File: src/rtl/mux2_arb_pkg.sv
// Shared types and sizing helpers for the two-requester packet arbiter.
package mux2_arb_pkg;

  typedef enum logic [1:0] {
    IDLE   = 2'd0,
    GRANT0 = 2'd1,
    GRANT1 = 2'd2
  } state_t;

  localparam int unsigned MAX_BEATS_DEF = 16;
  localparam int unsigned CNT_W         = $clog2(MAX_BEATS_DEF + 1);

  // Beat counter width for an arbitrary per-grant beat limit.
  function automatic int unsigned cnt_width(input int unsigned max_beats);
    return $clog2(max_beats + 1);
  endfunction

endpackage

File: src/rtl/mux2_data_sel.sv
// Combinational 2:1 payload mux; y follows b when sel is high.
module mux2_data_sel #(
  parameter int unsigned DATA_W = 8
) (
  input  logic              sel,
  input  logic [DATA_W-1:0] a,
  input  logic [DATA_W-1:0] b,
  output logic [DATA_W-1:0] y
);

  assign y = sel ? b : a;

endmodule

File: src/rtl/mux2_rr_arbiter.sv
// Packet-granular round-robin arbiter sharing one registered valid/ready stream
// between two requesters, with a beat cap that forces a packet break.
module mux2_rr_arbiter
  import mux2_arb_pkg::*;
#(
  parameter int unsigned DATA_W    = 8,
  parameter int unsigned MAX_BEATS = 16
) (
  input  logic              clk,
  input  logic              rst_n,
  input  logic              req0_valid,
  input  logic [DATA_W-1:0] req0_data,
  input  logic              req0_last,
  output logic              req0_ready,
  input  logic              req1_valid,
  input  logic [DATA_W-1:0] req1_data,
  input  logic              req1_last,
  output logic              req1_ready,
  output logic              out_valid,
  output logic [DATA_W-1:0] out_data,
  output logic              out_last,
  input  logic              out_ready,
  output logic              sel,
  output logic              trunc
);

  localparam int unsigned              BEAT_CNT_W = cnt_width(MAX_BEATS);
  localparam logic [BEAT_CNT_W-1:0]    CNT_END    = BEAT_CNT_W'(MAX_BEATS - 1);

  state_t                  state_q, state_d;
  logic                    prio_q, prio_d;
  logic [BEAT_CNT_W-1:0]   cnt_q, cnt_d;
  logic                    out_valid_q, out_valid_d;
  logic [DATA_W-1:0]       out_data_q, out_data_d;
  logic                    out_last_q, out_last_d;
  logic                    sel_q, sel_d;
  logic                    trunc_q, trunc_d;

  logic                    load_en;
  logic                    accept;
  logic                    cur_last;
  logic                    at_cap;
  logic                    end_beat;
  logic [DATA_W-1:0]       mux_data;

  mux2_data_sel #(.DATA_W(DATA_W)) u_data_sel (
    .sel (sel_q),
    .a   (req0_data),
    .b   (req1_data),
    .y   (mux_data)
  );

  assign load_en    = !out_valid_q || out_ready;
  assign req0_ready = (state_q == GRANT0) && load_en;
  assign req1_ready = (state_q == GRANT1) && load_en;
  assign accept     = (req0_ready && req0_valid) || (req1_ready && req1_valid);
  assign cur_last   = sel_q ? req1_last : req0_last;
  assign at_cap     = (cnt_q == CNT_END);
  assign end_beat   = cur_last || at_cap;

  // Next-state: arbitration, beat counting and output register load.
  always_comb begin
    state_d     = state_q;
    prio_d      = prio_q;
    cnt_d       = cnt_q;
    out_valid_d = out_valid_q;
    out_data_d  = out_data_q;
    out_last_d  = out_last_q;
    sel_d       = sel_q;
    trunc_d     = trunc_q;

    case (state_q)
      IDLE: begin
        if (req0_valid && req1_valid) state_d = prio_q ? GRANT1 : GRANT0;
        else if (req0_valid)          state_d = GRANT0;
        else if (req1_valid)          state_d = GRANT1;
      end
      GRANT0: begin
        if (accept && end_beat) begin
          prio_d  = 1'b1;
          state_d = req1_valid ? GRANT1 : IDLE;
        end
      end
      GRANT1: begin
        if (accept && end_beat) begin
          prio_d  = 1'b0;
          state_d = req0_valid ? GRANT0 : IDLE;
        end
      end
      default: state_d = IDLE;
    endcase

    if (accept) begin
      out_valid_d = 1'b1;
      out_data_d  = mux_data;
      out_last_d  = end_beat;
      cnt_d       = end_beat ? '0 : cnt_q + BEAT_CNT_W'(1);
      if (at_cap && !cur_last) trunc_d = 1'b1;
    end else if (out_ready) begin
      out_valid_d = 1'b0;
    end

    // Select tracks the granted requester and holds through IDLE.
    if (state_d == GRANT1)      sel_d = 1'b1;
    else if (state_d == GRANT0) sel_d = 1'b0;
  end

  always_ff @(posedge clk) begin
    if (!rst_n) begin
      state_q     <= IDLE;
      prio_q      <= 1'b0;
      cnt_q       <= '0;
      out_valid_q <= 1'b0;
      out_data_q  <= '0;
      out_last_q  <= 1'b0;
      sel_q       <= 1'b0;
      trunc_q     <= 1'b0;
    end else begin
      state_q     <= state_d;
      prio_q      <= prio_d;
      cnt_q       <= cnt_d;
      out_valid_q <= out_valid_d;
      out_data_q  <= out_data_d;
      out_last_q  <= out_last_d;
      sel_q       <= sel_d;
      trunc_q     <= trunc_d;
    end
  end

  assign out_valid = out_valid_q;
  assign out_data  = out_data_q;
  assign out_last  = out_last_q;
  assign sel       = sel_q;
  assign trunc     = trunc_q;

endmodule

File: config.mk
export PLATFORM = sky130hd
export DESIGN_NAME = mux2_rr_arbiter
export DESIGN_NICKNAME = d
export VERILOG_FILES = /design/src/rtl/mux2_arb_pkg.sv /design/src/rtl/mux2_data_sel.sv /design/src/rtl/mux2_rr_arbiter.sv
export SDC_FILE = /design/constraint.sdc
export NUM_CORES = 1
export LEC_CHECK = 0
export BUFFER_PORTS_ARGS = -buffer_cell sky130_fd_sc_hd__buf_2
export CAP_MARGIN = 5
export CORE_MARGIN = 2
export CORE_UTILIZATION = 45
export CTS_BUF_LIST = sky130_fd_sc_hd__clkbuf_16
export DETAILED_ROUTE_END_ITERATION = 16
export GPL_TIMING_DRIVEN = 0
export PLACE_DENSITY = 0.72
export SYNTH_ARGS = -nofsm -noshare
export SYNTH_HDL_FRONTEND = slang
export SYNTH_SLANG_ARGS = --single-unit
File: constraint.sdc
create_clock -name clk -period 4.83 [get_ports clk]
set_input_delay 0.483 -clock clk [delete_from_list [all_inputs] [get_ports clk]]
set_output_delay 0.483 -clock clk [all_outputs]
set_load 0.05 [all_outputs]
# Word level (Yosys, flattened, before mapping)
# Index checks and enable logic that the tools add are counted.
[totals]
reg_bits = 20
latchBits = 0
mem_bits_rw = 0
romBits = 0
inputBits = 23
out_inout_bits = 14
elab_cells = 53
mem_count = 0
[op_classes]
add_sub_neg = 1
multipliers = 0
div_mod_pow = 0
n_lt_le_gt_ge = 0
eq_ne = 7
n_shift = 0
n_mux = 19
bitwise_logic = 0
reduce_logical = 18
[ops]
columns = ["cell", "count"]
rows = [
  ["two-way mux 2 bit", 7],
  ["two-way mux 1 bit", 8],
  ["two-way mux 8 bit", 1],
  ["logical AND 1 bit", 7],
  ["one-hot mux 2 bit (3 select lines)", 1],
  ["nonzero test 2 bit", 3],
  ["adder 5 x 1 -> 5 bit, second input constant", 1],
  ["== test 5 x 4 -> 1 bit, second input constant", 1],
  ["two-way mux 5 bit", 1],
  ["== test 2 x 1 -> 1 bit, second input constant", 2],
  ["== test 2 bit, second input constant", 2],
  ["!= test 2 x 1 -> 1 bit, second input constant", 2],
  ["logical OR 1 bit", 3],
  ["AND reduction 3 bit", 1],
  ["zero test 1 bit", 2],
  ["zero test 2 bit", 1],
  ["one-hot mux 1 bit (2 select lines)", 1],
  ["AND reduction 2 bit", 1],
]

# Logic depth before layout (Yosys ltp)
# Gate-level depths: netlist of the first run.
[logic_depth]
depth_word = 11
depth_mapped = 10
mapped_depth_nobuf = 10

# Cells and area by module
# A second synthesis of the first run with hierarchy kept.
[unflattened]
cells_unflattened = 127
area_unflattened_um2 = 1188.6
[modules_own_cells]
columns = ["mod", "n_inst", "cells_per_inst", "area_per_inst_um2", "seq_area_each_um2"]
rows = [
  ["mux2_rr_arbiter", 1, 118, 1057.3, 400.4],
  ["mux2_data_sel", 1, 9, 131.4, 0.0],
]

# Worst setup path after synthesis of the first run
# No wires, ideal clock.
[synth_timing]
path_kind = "flip-flop to flip-flop"
from = "register sel_q (netlist: sel)"
to = "register sel_q (netlist: sel)"
setup_ns = 0.116
arrival_time_ns = 2.066
required_ns = 4.714
path_slack_ns = 2.648
path_stages_with_launch = 9
n_path_buf = 1
synth_period_minus_slack_ns = 2.182
path_cell_list = "dfxtp_1 > buf_6 > mux2i_2 > a211oi_2 > o221ai_1 > nor2b_1 > ha_1 > mux2i_1 > nor2b_1"
[synth_via]
elab_chain_cells = 7
elab_cells_between_ends = 10
classes_between = "eq/ne (2); mux (5); reduce/logical (3)"
[synth_lines]
columns = ["element", "line", "text"]
rows = [
  ["from (decl)", "mux2_rr_arbiter.sv:36", "logic sel_q, sel_d;"],
  ["from (signal assigned)", "mux2_rr_arbiter.sv:125", "sel_q <= sel_d;"],
  ["two-way mux 1 bit (*)", "mux2_rr_arbiter.sv:57", "assign cur_last = sel_q ? req1_last : req0_last;"],
  ["logical OR 1 bit (*)", "mux2_rr_arbiter.sv:59", "assign end_beat = cur_last || at_cap;"],
  ["logical AND 1 bit (*)", "mux2_rr_arbiter.sv:79, mux2_rr_arbiter.sv:85", ""],
  ["two-way mux 2 bit, on equally long branches", "mux2_rr_arbiter.sv:85, mux2_rr_arbiter.sv:79", ""],
  ["one-hot mux 2 bit (3 select lines) (*)", "mux2_rr_arbiter.sv:72", "case (state_q)"],
  ["via state_d[1]", "mux2_rr_arbiter.sv:30", "state_t state_q, state_d;"],
  ["== test 2 bit / == test 2 x 1 -> 1 bit (equally long branches)", "mux2_rr_arbiter.sv:104, mux2_rr_arbiter.sv:105", ""],
  ["two-way mux 1 bit / nonzero test 2 bit (equally long branches)", "n/a", ""],
]
# Mark *: on every way through the listed nets, which the timed path passes. The rest lies on a longest branch.
# A chain may end at the register's enable or synchronous reset.

# Worst setup path in the final report of the first run
[layout_timing]
from = "register cnt_q[0]"
to = "register sel_q (netlist: sel)"
[layout_via]
elab_chain_cells = 7
elab_cells_between_ends = 10
classes_between = "eq/ne (3); mux (4); reduce/logical (3)"
[layout_lines]
columns = ["element", "line", "text"]
rows = [
  ["from (decl)", "mux2_rr_arbiter.sv:32", "logic [BEAT_CNT_W-1:0] cnt_q, cnt_d;"],
  ["from (signal assigned)", "mux2_rr_arbiter.sv:121", "cnt_q <= cnt_d;"],
  ["== test 5 x 4 -> 1 bit (*)", "mux2_rr_arbiter.sv:58", "assign at_cap = (cnt_q == CNT_END);"],
  ["logical OR 1 bit (*)", "mux2_rr_arbiter.sv:59", ""],
  ["logical AND 1 bit (*)", "mux2_rr_arbiter.sv:79, mux2_rr_arbiter.sv:85", ""],
  ["two-way mux 2 bit, on equally long branches", "mux2_rr_arbiter.sv:85, mux2_rr_arbiter.sv:79", ""],
  ["one-hot mux 2 bit (3 select lines) (*)", "mux2_rr_arbiter.sv:72", ""],
  ["via state_d[1]", "mux2_rr_arbiter.sv:30", ""],
  ["== test 2 bit / == test 2 x 1 -> 1 bit (equally long branches)", "mux2_rr_arbiter.sv:104, mux2_rr_arbiter.sv:105", ""],
  ["two-way mux 1 bit / nonzero test 2 bit (equally long branches)", "n/a", ""],
]
# Marks and branches as above.

==> flow_metrics.tcl, run 1 <==
set metrics [dict create \
    firstDrtPassIters 4 \
    ys_seq_elements 20 \
    run_status "complete, no violations" \
    hold_buffers 0 \
    end_kind "flip-flop" \
    synth.distinct_cells 38 \
    met1_length_um 1150 \
    htree_levels 1 \
    cts_resized 0 \
    numClockSinks 20 \
    fin_area_um2 1440 \
    cp_num_buf_inv 1 \
    cts_root_buffer "clkbuf_16" \
    netlist_area_um2 1120 \
    crit_family "adder cells" \
    layout-drive-gt1-share_pct 28.7 \
    ys_seq_area_share_pct 35.7 \
    dpl_cell_area_um2 1340 \
    hpwl_um 1960 \
    die-area_um2 2910 \
    cts.clk_slew.worst_paths_ns 0.06 \
    filler_cell_count 218 \
    antenna_found_initial 0 \
    finalHoldViolCount 0 \
    drc 0 \
    wl_met2_um 1220 \
    finalSetupViolations 0 \
    cp_cell_sequence "ha_1, and3_1, ha_1, inv_1, a211oi_2, o221ai_1, nor2b_1, ha_1, mux2i_1, nor2b_1" \
    highest_layer "met4" \
    numCtsBuffers 3 \
    via_count 1042 \
    ios 37 \
    critPathMostFrequentCell "ha_1" \
    die_w_um 53.9 \
    p_per_area_nw_per_um2 504 \
    synth_edf_count 0 \
    cp.required_ns 4.97 \
    min_path_type "reg -> reg" \
    cap_viol_max_count 0 \
    start_util_pct 46.5 \
    synth_ff_type "dfxtp_1" \
    finalCoreUtilization_pct 59.9 \
    clock_skew_ns 0.00360 \
    cp-start-kind "flip-flop" \
    wl_met3_um 164 \
    grt_use_total_pct 20.2 \
    syn_nets 150 \
    grt_pass1_wl_um 4220 \
    syn_inst 120 \
    nets 191 \
    grt_max_degree 13 \
    grt_overflow 0 \
    worstSetupPathType "reg -> reg" \
    crit_path_max_fanout 6 \
    slew_headroom_pct 58.8 \
    finalCritPeriodShare_pct 50.4 \
    die_h_um 53.9 \
    critPathMaxStageDelay_ns 0.38 \
    clock.fmax_mhz 411 \
    power.static_leakage_nw 0.724 \
    row_count 18 \
    async_flop_share_pct 0 \
    finalMaxSlewViolations 0 \
    antenna_left 0 \
    area_growth_pct 28.8 \
    n_antenna_cell 0 \
    worstMarginPinSlew_ns 0.612 \
    drt_iter0_drc 12 \
    gp_congestion 0.821 \
    clockBufferDepth 2 \
    grt_pass1_vias 1003 \
    rsz0062_at_grt "false" \
    fin_tns_setup_ns 0 \
    post_cts_buffers 0 \
    port_buffers 36 \
    crit_arrival_ns 2.57 \
    via_per_inst 5.48 \
    coreArea_um2 2410 \
    totalWireLength_um 2570 \
    wl_per_cell_um 13.5 \
    cp_slowest_cell "dfxtp_1" \
    clock_latency_ns 0.25 \
    fin_crit_ns 2.43 \
    ir_worst_vdd_uv 389 \
    yosysWarnings 0 \
    tritoncts "yes" \
    syn_avg_cell_area_um2 9.34 \
]
-- layout by cell type (no fill, tap or decap), types with 2 or more instances in the layout --
cell / count
a22oi_1: 2
buf_2: 37
nor2_1: 6
o21a_1: 2
mux2i_1: 10
o211a_1: 8
nand2_1: 13
a21oi_1: 2
dfxtp_1: 20
nand2b_1: 3
and3b_1: 2
and2_1: 3
clkbuf_16: 3
nor2b_1: 5
inv_1: 6
clkbuf_1: 3
o21ai_0: 6
ha_1: 7
-- flip-flops by register name (all words and copies together) (netlist names) --
name / flops
prio_q: 1
trunc: 1
state_q: 2
sel: 1
out_last: 1
out_valid: 1
cnt_q: 5
out_data: 8
-- cells in the mapped netlist, drive strengths merged, types with 3 or more instances --
master | instances | share of area [%]
clkbuf | 3 | 1.0
nand2 | 13 | 4.4
and2 | 3 | 1.7
nand2b | 3 | 1.7
nor2 | 6 | 2.0
mux2i | 11 | 10
dfxtp | 20 | 36
o21ai | 6 | 2.7
o211a | 8 | 7.1
ha | 7 | 7.8
inv | 6 | 2.0
nor2b | 5 | 2.8
-- final cells by class --
| class | count | area [um2] | share of cell area, % |
|---|---|---|---|
| multi-input combinational | 89 | 671 | 46.4 |
| inverter | 6 | 22.5 | 1.56 |
| buffer | 5 | 27.5 | 1.91 |
| clock buffer | 3 | 75.1 | 5.20 |
| timing repair buffer | 36 | 180 | 12.5 |
| sequential | 20 | 400 | 27.7 |
| tap | 30 | 37.5 | 2.60 |
| clock inverter | 1 | 30.0 | 2.08 |
-- power by group --
| part | internal (mW) | leakage [nW] | switching (mW) |
|---|---|---|---|
| sequential | 0.195 | 0.163 | 0.0197 |
| clock | 0.164 | 0.0511 | 0.0602 |
| combinational | 0.102 | 0.509 | 0.187 |
-- logic make-up after synthesis --
logic type / Yosys count / synth area share, %
compound gates: 32 / 23.4
fa+ha+maj: 7 / 7.81
buf+inv: 11 / 4.46
flops: 20 / 35.7
mux: 12 / 11.2
simple gates: 38 / 17.4
-- layer usage --
metal	global-route usage (%)	vias up
li1	-	520
met1	23.8	477
met2	33.9	39
met3	4.44	6
met4	10.7	0
met5	0	-
-- final timing paths --
path / startpoint / to / slack [ns] / cells past startpoint
hold / removal: out_data[7] / out_data[7] / 0.49 / 1
hold reg to reg: out_data[7] / out_data[7] / 0.49 / 1
setup reg to reg: cnt_q[0] / sel / 2.40 / 10
setup / recovery: cnt_q[0] / sel / 2.40 / 10
-- metrics by stage --
step	std cells	setup WS, ns	total power, mW	hold WS [ns]
floorplan	120	2.65	0.441	0.452
global placement	186	2.50	0.498	0.472
detailed placement	186	2.44	0.507	0.475
CTS	190	2.38	0.734	0.499
global route	190	2.17	0.769	0.517
finish	190	2.40	0.728	0.494
-- worst register-to-register path, stage by stage (launching register included) --
cell      delay [ns]
dfxtp_1         0.38
ha_1            0.21
and3_1          0.17
ha_1            0.27
inv_1           0.12
a211oi_2        0.29
o221ai_1        0.19
nor2b_1         0.16
ha_1            0.28
mux2i_1         0.19
nor2b_1         0.06
Note: power is estimated with default switching activity, not from simulation.
==> inputs of run 2 (changes only) <==
==> constraint.sdc (replaced) <==
create_clock -name clk -period 2.5 [get_ports clk]
set_input_delay 0.25 -clock clk [delete_from_list [all_inputs] [get_ports clk]]
set_output_delay 0.25 -clock clk [all_outputs]
set_load 0.05 [all_outputs]
==> flow_metrics.tcl, run 2 (synthesized netlist as in run 1, its figures left out) <==
set metrics [dict create \
    slew_headroom_pct 58.2 \
    switching_share_pct 37.0 \
    totalWireLength_um 2710 \
    clockBufferDepth 2 \
    port_buffers 36 \
    drt_iter0_drc 16 \
    clock_latency_ns 0.25 \
    die_h_um 53.9 \
    antenna_left 0 \
    cap_viol_max_count 0 \
    p_per_area_nw_per_um2 964 \
    ir_worst_vdd_uv 749 \
    cts.clk_slew.worst_paths_ns 0.06 \
    finalCritPeriodShare_pct 93.1 \
    nets 192 \
    numCtsBuffers 3 \
    mostFrequentLayoutCells "buf_2 (37), dfxtp_1 (20), nand2_1 (13), mux2i_1 (10), o211a_1 (8)" \
    via_per_inst 5.51 \
    row_count 18 \
    htree_levels 1 \
    pwr-share-clk_pct 30.5 \
    finalHoldViolCount 0 \
    antenna_found_initial 0 \
    p_int_mw 0.898 \
    ios 37 \
    min_path_type "in -> reg" \
    numClockSinks 20 \
    clock.fmax_mhz 430 \
    worstMarginPinSlew_ns 0.621 \
    cp_cell_sequence "ha_1, and3_1, ha_4, inv_1, a211oi_4, o221ai_2, nor2b_1, ha_1, mux2i_1, nor2b_1" \
    fin_crit_ns 2.33 \
    drc 0 \
    start_util_pct 46.5 \
    wl_per_cell_um 14.2 \
    cp-start-kind "flip-flop" \
    critPathMaxStageDelay_ns 0.38 \
    hpwl_um 1960 \
    power.static_leakage_nw 0.731 \
    area_growth_pct 31.8 \
    rsz0062_at_grt "false" \
    n_antenna_cell 0 \
    run_status "complete, no violations" \
    end_kind "flip-flop" \
    switchingPower_mw 0.527 \
    via_count 1053 \
    p_total_mw 1.42 \
    grt_max_degree 13 \
    finalMaxSlewViolations 0 \
    grt_pass1_vias 1003 \
    filler_cell_count 217 \
    crit_family "adder cells" \
    mostFrequentLayoutCell "buf_2" \
    crit_arrival_ns 2.47 \
    layout-drive-gt1-share_pct 30.4 \
    finalSetupViolations 0 \
    grt_pass1_wl_um 4220 \
    cp_num_buf_inv 1 \
    worstSetupPathType "reg -> reg" \
    die_w_um 53.9 \
    grt_use_total_pct 20.2 \
    fin_tns_setup_ns 0 \
    pwr-share-comb_pct 40.4 \
    cp.required_ns 2.64 \
    largest_reg_flops 8 \
    gp_congestion 0.821 \
    tritoncts "yes" \
    cp_slowest_cell "dfxtp_1" \
    crit_path_max_fanout 6 \
    coreArea_um2 2410 \
    pwr-share-seq_pct 29.2 \
    clock_skew_ns 0.00396 \
    cts_root_buffer "clkbuf_16" \
    grt_overflow 0 \
    firstDrtPassIters 4 \
    die-area_um2 2910 \
]
-- run 2: changes by cell type in the layout (fill, tap and decap cells not counted), sizes merged --
cell,delta
buf,+1
-- run 2: layout make-up --
cell class / instances / area (um2) / area share [%]
multi-input cells: 89 / 697 / 47.2
flip-flops and latches: 20 / 400 / 27.1
repair buffers: 37 / 188 / 12.7
clock buffers: 3 / 75.1 / 5.08
well taps: 30 / 37.5 / 2.54
clock inverters: 1 / 30.0 / 2.03
plain buffers: 5 / 27.5 / 1.86
inverters: 6 / 22.5 / 1.52
-- run 2: metal layers --
layer / track usage [%] / routed length, um / part of all wire [%]
met5: 0 / 0 / 0
met4: 10.7 / 43 / 1.6
met3: 4.44 / 180 / 6.6
met2: 33.9 / 1340 / 49
met1: 23.8 / 1150 / 42
-- run 2: path summary, 6_finish.rpt --
| kind | cells past startpoint | startpoint | end | slack (ns) |
|---|---|---|---|---|
| min reg2reg | 1 | out_data[0] | out_data[0] | 0.50 |
| min | 3 | rst_n | cnt_q[3] | 0.32 |
| max reg2reg | 10 | cnt_q[0] | sel | 0.17 |
| max | 10 | cnt_q[0] | sel | 0.17 |
-- run 2: worst min-delay path, delay by kind of cell --
kind            cells  cell delay (ns)
simple gates        1             0.07
compound gates      1             0.07
buf+inv             1             0.13
-- run 2: stage by stage --
stage               cell area [um2]  std cells  hold slack (ns)  worst slack (ns)  util, %
global placement               1340        186            0.472             0.173     55.6
detailed placement             1340        186            0.475             0.107     55.6
floorplan                      1120        120            0.412             0.318        -
finish                         1480        191            0.320             0.173     61.3
CTS                            1440        190            0.314            0.0523     59.9
global route                   1480        191            0.331           0.00216     61.3
-- run 2: power by group through the flow --
stage          clock (mW)  combinational [mW]  sequential [mW]
3_5_place_dp            0               0.560            0.420
2_1_floorplan           0               0.301            0.550
5_1_grt             0.456               0.625            0.422
4_1_cts             0.441               0.563            0.414
3_3_place_gp            0               0.546            0.417
6_report            0.434               0.575            0.415
-- run 2: repair_timing --
item	CTS	global route
resized for setup	0	4
endpoints found under the setup margin	0	1
hold buffers	0	0
buffers inserted	0	1
==> inputs of run 3 (changes only) <==
--- a/config.mk
+++ b/config.mk
@@ -6,7 +6,6 @@
 export NUM_CORES = 1
 export LEC_CHECK = 0
 export BUFFER_PORTS_ARGS = -buffer_cell sky130_fd_sc_hd__buf_2
-export CAP_MARGIN = 5
 export CORE_MARGIN = 2
 export CORE_UTILIZATION = 45
 export CTS_BUF_LIST = sky130_fd_sc_hd__clkbuf_16
@@ -15,4 +14,5 @@
 export PLACE_DENSITY = 0.72
 export SYNTH_ARGS = -nofsm -noshare
 export SYNTH_HDL_FRONTEND = slang
+export SYNTH_HIERARCHICAL = 1
 export SYNTH_SLANG_ARGS = --single-unit
==> flow_metrics.tcl, run 3 <==
set metrics [dict create \
    synth_top_area_share_pct 33.7 \
    run_status "complete, no violations" \
    synth-xor-area-share_pct 0 \
    yosysWarnings 6 \
    via_per_inst 5.42 \
    die-area_um2 3070 \
    start_util_pct 47.5 \
    wl_per_cell_um 13.0 \
    end_kind "flip-flop" \
    syn_inst 127 \
    finalMaxSlewViolations 0 \
    cts.clk_slew.worst_paths_ns 0.05 \
    synth.most_common_cell "nand2_1" \
    syn_avg_cell_area_um2 9.36 \
    async_flop_share_pct 0 \
    via_count 1067 \
    netlist_area_um2 1190 \
    mostFrequentLayoutCells "buf_2 (38), nand2_1 (21), dfxtp_1 (19), a21boi_0 (9), mux2_4 (8)" \
    grt_pass1_wl_um 4380 \
    numCtsBuffers 3 \
    hpwl_um 1970 \
    worstSetupPathType "reg -> reg" \
    cp-start-kind "flip-flop" \
    drt_iter0_drc 12 \
    rsz0062_at_grt "false" \
    min_path_type "in -> reg" \
    finalHoldViolCount 0 \
    clock_latency_ns 0.25 \
    tritoncts "yes" \
    synth.largest_area_cell "dfxtp_1" \
    die_h_um 55.4 \
    synthMuxAreaShare_pct 13.6 \
    fin_tns_setup_ns 0 \
    worstMarginPinSlew_ns 0.459 \
    fin_ws_ns 0.146 \
    antenna_left 0 \
    drc 0 \
    totalWireLength_um 2550 \
    crit_arrival_ns 2.50 \
    area_growth_pct 27.5 \
    coreArea_um2 2500 \
    ys_seq_elements 20 \
    numClockSinks 20 \
    synth.distinct_cells 40 \
    crit_path_max_fanout 6 \
    post-place-ws_ns -0.0169 \
    slew_headroom_pct 68.5 \
    synthTopCellsByCount "nand2_1 (21), dfxtp_1 (20), a21boi_0 (9)" \
    ys_seq_area_share_pct 33.7 \
    grt_overflow 0 \
    filler_cell_count 242 \
    hold_depth 3 \
    power.static_leakage_nw 0.668 \
    gp_congestion 0.796 \
    grt_max_degree 12 \
    finalCritPeriodShare_pct 94.2 \
    n_antenna_cell 0 \
    mostFrequentLayoutCell "buf_2" \
    antenna_found_initial 0 \
    row_count 18 \
    clock_skew_ns 0.00247 \
    grt_use_total_pct 17.4 \
    synth_compound_area_share_pct 21.1 \
    finalSetupViolations 0 \
    largest_reg_flops 8 \
    synth_edf_count 0 \
    synth_top_family_by_area "compound AO/OA/AOI/OAI gates" \
    synth_ff_type "dfxtp_1" \
    yosys.area_share.simple_pct 20.0 \
    fin_crit_ns 2.35 \
    syn_nets 157 \
    grt_pass1_vias 1046 \
    cts_root_buffer "clkbuf_16" \
    p_per_area_nw_per_um2 836 \
    post_cts_buffers 0 \
    ys_top_cells_by_area "dfxtp_1 (34%), mux2_4 (10%), ha_1 (7.4%)" \
    synthAdderAreaFrac_pct 7.37 \
    clock.fmax_mhz 425 \
    ios 37 \
    htree_levels 1 \
    layout-drive-gt1-share_pct 35.3 \
    hold_buffers 0 \
    port_buffers 36 \
    clockBufferDepth 2 \
    cap_viol_max_count 0 \
    die_w_um 55.4 \
    cp.required_ns 2.64 \
    worst_r2r_path_depth 10 \
    firstDrtPassIters 4 \
    nets 198 \
    ir_worst_vdd_uv 849 \
]
## run 3: changes by cell type after synthesis, moves of 7 or more
cell	change
o211a_1	-8
mux2i_1	-7
mux2_4	+8
a21boi_0	+8
nand2_1	+8
## run 3: kinds of logic (layout without fill, tap and decap cells)
logic type               Yosys count  after routing
AO/OA/AOI/OAI                     32             32
adder cells (fa/ha/maj)            7              7
buffers and inverters             11             51
flip-flops                        20             20
multiplexers                      12             12
AND/OR/NAND/NOR                   45             45
## run 3: path summary, 6_finish.rpt
path / from / end / slack (ns)
max: cnt_q[1] / sel / 0.15
min: rst_n / cnt_q[3] / 0.32
max reg2reg: cnt_q[1] / sel / 0.15
min reg2reg: out_data[4] / out_data[4] / 0.46
## run 3: metrics by stage
| step | hold WS (ns) | utilization (%) | std cells | total power, mW | area [um2] |
|---|---|---|---|---|---|
| after floorplan | 0.412 | - | 127 | 0.818 | 1190 |
| after global placement | 0.450 | 56.3 | 193 | 0.922 | 1410 |
| after detailed placement | 0.459 | 56.3 | 193 | 0.938 | 1410 |
| after CTS | 0.311 | 59.5 | 197 | 1.27 | 1490 |
| after global routing | 0.315 | 60.6 | 197 | 1.34 | 1520 |
| final | 0.315 | 60.6 | 197 | 1.27 | 1520 |
## run 3: cell type report
class | instances | area (um2) | area share, %
Clock buffer | 3 | 75.1 | 4.95
Timing Repair Buffer | 36 | 180 | 11.9
Clock inverter | 1 | 3.75 | 0.248
Tap cell | 30 | 37.5 | 2.48
Multi-Input combinational cell | 96 | 766 | 50.5
Sequential cell | 20 | 402 | 26.5
Buffer | 5 | 28.8 | 1.90
Inverter | 6 | 22.5 | 1.49
## run 3: critical path, cell delays in order (launching register included)
cell and delay [ns]:
dfxtp_1 0.36, ha_2 0.21, and3_1 0.20, ha_4 0.18, inv_1 0.10, a211oi_4 0.33, o221ai_2 0.16, nor2b_1 0.16
ha_1 0.29, mux2i_1 0.19, nor2b_1 0.06
## run 3: repair_timing
item	CTS	global route
pin swaps	0	1
cloned	0	0
endpoints found under the setup margin	1	1
resized for setup	1	5
## run 3: power breakdown
| part | total [mW] | leakage, nW | internal, mW | switching [mW] |
|---|---|---|---|---|
| Sequential | 0.403 | 0.163 | 0.366 | 0.0362 |
| Clock | 0.327 | 0.0385 | 0.213 | 0.114 |
| Combinational | 0.537 | 0.466 | 0.207 | 0.330 |
## run 3: metal layers
metal / wire, um / GRT usage, %
met1: 1060 / 20.5
met2: 1340 / 31.0
met3: 140 / 4.92
met4: 10 / 3.83
met5: 0 / 0
